## src/rtl/mem_access_unit.sv

```systemverilog
// Load/store front-end for the program/data RAM.
// Takes one CPU request at a time, performs byte/half/word loads with
// sign or zero extension, and builds sub-word stores by read-modify-write.
// Misaligned or illegal-size requests are answered with an error and never reach the RAM.

`ifndef RAM_ADDRESS_BITWIDTH
`define RAM_ADDRESS_BITWIDTH 16
`endif

module mem_access_unit #(
  parameter int ADDR_WIDTH = `RAM_ADDRESS_BITWIDTH
) (
  input  logic                  clk,
  input  logic                  rstn,
  input  logic                  req_valid,
  output logic                  req_ready,
  input  logic                  req_we,
  input  logic [1:0]            req_size,
  input  logic                  req_signed,
  input  logic [ADDR_WIDTH-1:0] req_addr,
  input  logic [31:0]           req_wdata,
  output logic                  resp_valid,
  output logic [31:0]           resp_rdata,
  output logic                  resp_error,
  output logic                  ram_wren,
  output logic [ADDR_WIDTH-1:0] ram_address,
  output logic [31:0]           ram_write_data,
  input  logic [31:0]           ram_data
);

  typedef enum logic [2:0] {
    S_IDLE,
    S_READ,
    S_WAIT,
    S_WRITE,
    S_RESP
  } state_t;

  state_t      state, state_nxt;

  logic        accept;
  logic        req_err;
  logic        we_q;
  logic [1:0]  size_q;
  logic        signed_q;
  logic [1:0]  lane_q;
  logic [31:0] wdata_q;
  logic        err_q;
  logic [7:0]  byte_v;
  logic [15:0] half_v;
  logic [31:0] load_val;
  logic [31:0] merged;

  assign req_ready  = (state == S_IDLE);
  assign accept     = req_valid && req_ready;
  assign resp_valid = (state == S_RESP);
  assign resp_error = (state == S_RESP) && err_q;
  assign ram_wren   = (state == S_WRITE);

  // Classify the incoming request as illegal size or misaligned.
  always_comb begin
    req_err = 1'b0;
    unique case (req_size)
      2'b00:   req_err = 1'b0;
      2'b01:   req_err = req_addr[0];
      2'b10:   req_err = (req_addr[1:0] != 2'b00);
      default: req_err = 1'b1;
    endcase
  end

  // Lane selection and extension of the word returned by the RAM.
  always_comb begin
    byte_v   = ram_data[{lane_q, 3'b000} +: 8];
    half_v   = ram_data[{lane_q[1], 4'b0000} +: 16];
    load_val = ram_data;
    unique case (size_q)
      2'b00:   load_val = {{24{signed_q & byte_v[7]}}, byte_v};
      2'b01:   load_val = {{16{signed_q & half_v[15]}}, half_v};
      default: load_val = ram_data;
    endcase
  end

  // Sub-word store merge: only the addressed lane is replaced.
  always_comb begin
    merged = ram_data;
    if (size_q == 2'b00) begin
      merged[{lane_q, 3'b000} +: 8] = wdata_q[7:0];
    end else begin
      merged[{lane_q[1], 4'b0000} +: 16] = wdata_q[15:0];
    end
  end

  // State register.
  always_ff @(posedge clk) begin
    if (!rstn) begin
      state <= S_IDLE;
    end else begin
      state <= state_nxt;
    end
  end

  // Next-state logic.
  always_comb begin
    state_nxt = state;
    unique case (state)
      S_IDLE: begin
        if (accept) begin
          if (req_err) begin
            state_nxt = S_RESP;
          end else if (req_we && (req_size == 2'b10)) begin
            state_nxt = S_WRITE;
          end else begin
            state_nxt = S_READ;
          end
        end
      end
      S_READ:  state_nxt = S_WAIT;
      S_WAIT:  state_nxt = we_q ? S_WRITE : S_RESP;
      S_WRITE: state_nxt = S_RESP;
      S_RESP:  state_nxt = S_IDLE;
      default: state_nxt = S_IDLE;
    endcase
  end

  // Request capture, RAM address/data and load result registers.
  always_ff @(posedge clk) begin
    if (!rstn) begin
      we_q           <= 1'b0;
      size_q         <= '0;
      signed_q       <= 1'b0;
      lane_q         <= '0;
      wdata_q        <= '0;
      err_q          <= 1'b0;
      resp_rdata     <= '0;
      ram_address    <= '0;
      ram_write_data <= '0;
    end else begin
      unique case (state)
        S_IDLE: begin
          if (accept) begin
            we_q       <= req_we;
            size_q     <= req_size;
            signed_q   <= req_signed;
            lane_q     <= req_addr[1:0];
            wdata_q    <= req_wdata;
            err_q      <= req_err;
            resp_rdata <= '0;
            // The address is only driven for legal requests, so an error leaves the RAM port untouched.
            if (!req_err) begin
              ram_address <= {req_addr[ADDR_WIDTH-1:2], 2'b00};
              if (req_we && (req_size == 2'b10)) begin
                ram_write_data <= req_wdata;
              end
            end
          end
        end
        S_WAIT: begin
          if (we_q) begin
            ram_write_data <= merged;
          end else begin
            resp_rdata <= load_val;
          end
        end
        default: ;
      endcase
    end
  end

endmodule

```

## config.mk

```make
export PLATFORM = sky130hd
export DESIGN_NAME = mem_access_unit
export DESIGN_NICKNAME = d
export VERILOG_FILES = /design/src/rtl/mem_access_unit.sv
export SDC_FILE = /design/constraint.sdc
export NUM_CORES = 1
export LEC_CHECK = 0
export ABC_AREA = 1
export BUFFER_PORTS_ARGS = -buffer_cell sky130_fd_sc_hd__clkbuf_2
export CAP_MARGIN = 25
export CORE_ASPECT_RATIO = 1.5
export CORE_MARGIN = 2
export CORE_UTILIZATION = 30
export CTS_CLUSTER_SIZE = 16
export DETAILED_ROUTE_END_ITERATION = 7
export HOLD_SLACK_MARGIN = 0.12
export SLEW_MARGIN = 20
export SYNTH_ARGS = -nofsm -noshare
export SYNTH_HDL_FRONTEND = slang
export SYNTH_SLANG_ARGS = --single-unit
```

## constraint.sdc

```tcl
create_clock -name clk -period 6.8 [get_ports clk]
set_input_delay 0.34 -clock clk [delete_from_list [all_inputs] [get_ports clk]]
set_output_delay 0.34 -clock clk [all_outputs]
set_load 0.05 [all_outputs]
```

==> results.md <==
* Synth cell types at 31
* Syn Std Cell Area at between 6000 and 7000 um2
* Sequential power share at 0.404
* Chip height at ~180 um
* EDFF count, synth at 0
* I/O Buffers at between 150 and 200
* Peak supply drop at between 100 and 150 uV
* Most common cell in the synthesized netlist: nand2_1
* Flop2flop setup slack at roughly 3.6 ns
* Setup TNS at 0 ns
* Starting Density at 0.307
* Vias in the first global route at a little over 6k
* Hold Buf Count CTS at 0
* GRT overflow at 0
* Area grow syn2layout at 19.7%
* Total GRT Usage at 0.203
* Net Switching at around 0.64 mW
* Finished Core Util at 0.367
* Setup violators final at 0
* Top-Level Pins at roughly 170
* Pre-CTS WS at 3.71 ns
* Row cnt at 63
* Die width at roughly 120 um
* Initial antenna violation count at 1
* Clock Tree Buf Depth at 2
* Hold_ws at between 0.15 and 0.2 ns
* Final Wtd Congestion at just over 0.9
* Resized Gates After CTS at 0
* H-tree levels at 3
* Ys Warns at 0
* Tmin final at 3.16 ns
* Remaining antenna violation count after routing at 0
* Mapped Cells at 1017
* Worst setup EP type: register
* Status: completed
* Top FF cell, synth: dfxtp_1
* Worst Tran Pin Value at 0.919 ns
* Core Area at 19900 um2
* Worst-path clk slew at ~0.08 ns
* Sw frac at 0.378
* # DRC at 0
* Worst setup path category: register to register
* Final wirelength at about 22 mm
* Iter 0 DRT Violations at between 300 and 400
* Synth Register Bits at approximately 100
* Final setup margin at 3.64 ns
* Top cell type's share of synthesized area at 0.342
* Critical Path RT at around 7 ns
* Post-CTS repair timing setup buffer count at 0
* Crit path max fanout at 29
* Die ar. at roughly 21000 um2
* Fillers at about 2.3k
* Synth cell count leaders: nand2_1, nor2_1, dfxtp_1
* First-pass GRT wire length at 33.7 mm
* RSZ-0062 raised after global routing: no
* Routed vias at 6836
* Worst Path Arrival at between 3 and 4 ns
* Area contributors post-synth: dfxtp_1, nand2_1, nor2_1, a21oi_1, nand3_1
* Pins Over Slew Limit at 0
* Post-DR wirelength/cell at ~16 um
* Total iterations of the first detailed-routing run at 5
* Root Buffer: clkbuf_16
* Largest net degree at the start of global routing at 65
* Hold Vio Cnt, Final at 0
* Yosys top cell by area: dfxtp_1
* Max Clock Skew at approximately 0.0076 ns
* MaxCap Viol Count at 0
* Startpoint class of the critical path: register
* Rel. slew slack at 0.387
* Static Leakage at around 3.6 nW
* DP HPWL at 16.4 mm
* Min-delay worst type: primary input to register
* Avg Vias per Cell at 4.87
* Placed insts at 1386
* Total CTS buffers at 9
* Fin cells at between 1k and 1.5k
* Internal power at 1.05 mW
* Clock share of power at 0.311
* Layout cells sized above 1 at 0.182
* Skew-Pair Late Insertion Delay at around 0.36 ns
* Net count reported at finish at 1230
* Seq/Total Area, Yosys at 0.342
* Cell Pwr Density at 232 nW/um2
* Post-Syn Area per Cell at roughly 6 um2
* Asr flop ratio synth at 0
* CTS Sinks at about 100
* Peak Freq at 316 MHz
* Final Cycle Share at 0.465
* Comb pwr share at 0.285
* TritonCTS clock tree: built
[cells by family after synthesis]
family          count (synthesis)  synth area share
fa+ha+maj                       5            0.0103
simple gates                  581             0.388
other cells                     1          0.000615
flops                         104             0.342
compound gates                181             0.157
buf+inv                       145             0.102
[metal layers]
metal,routed length (um),up-vias,GRT usage,part of all wire
li1,-,3462,-,-
met1,9060,3094,0.239,0.41
met2,10800,231,0.346,0.49
met3,1160,49,0.0352,0.052
met4,1060,0,0.114,0.048
met5,0,-,0,0
[final timing paths]
check                                   start             end  cells after the start
worst max-delay path                size_q[1]  resp_rdata[22]                      9
worst max register to register      size_q[1]  resp_rdata[22]                      9
worst min-delay path              req_addr[9]  ram_address[9]                      3
worst min register to register  resp_rdata[4]   resp_rdata[4]                      2
[layout by cell type, fill, tap and decap left out, types with 2 or more instances in the layout]
master	n
o211ai_1	18
nor2_1	130
clkbuf_16	9
nor3_1	3
dfxtp_1	104
buf_4	4
inv_2	5
conb_1	2
nand3_1	79
nand2_2	5
clkinvlp_4	2
o21ai_0	63
clkbuf_8	2
clkbuf_2	168
ha_1	5
nor2_4	4
or2_2	2
inv_1	75
a21oi_1	97
nand2_1	353
[area by class of cell]
cell class,count,area (um2),share of cell area
inverter,81,304,0.0417
timing repair buffer,173,891,0.122
antenna,1,2.50,0.000343
clock buffer,12,256,0.0351
multi-input combinational,769,3400,0.466
tap,260,325,0.0446
sequential,104,2080,0.285
clock inverter,4,35.0,0.00480
[power by group through the flow]
stage	Sequential [mW]	Combinational, mW	Clock [mW]
after global routing	0.685	0.536	0.564
after floorplan	0.752	0.293	0
after global placement	0.695	0.473	0
after detailed placement	0.695	0.479	0
after CTS	0.681	0.481	0.544
final	0.682	0.482	0.526
[flip-flops by register name, summed over array words and instances, names as in the netlist]
name	cells
wdata_q	16
resp_rdata	32
state	3
signed_q	1
size_q	2
lane_q	2
ram_address	14
ram_write_data	32
err_q	1
we_q	1
[worst max-delay path, cell delays in order (launching register included)]
cell	delay, ns
dfxtp_1	0.92
inv_1	0.57
nand2_2	0.61
nor2_1	0.08
nand2_1	0.08
nand2_1	0.07
nand2_2	0.15
nand3_2	0.29
nand2_1	0.17
a21oi_1	0.07
[stage by stage]
stage | power, mW | instance area (um2)
after detailed placement | 1.17 | 7000
after global placement | 1.17 | 6970
final | 1.69 | 7300
after floorplan | 1.05 | 6100
after global routing | 1.79 | 7300
after CTS | 1.71 | 7290
No activity file was read; power rests on OpenSTA's default activity.
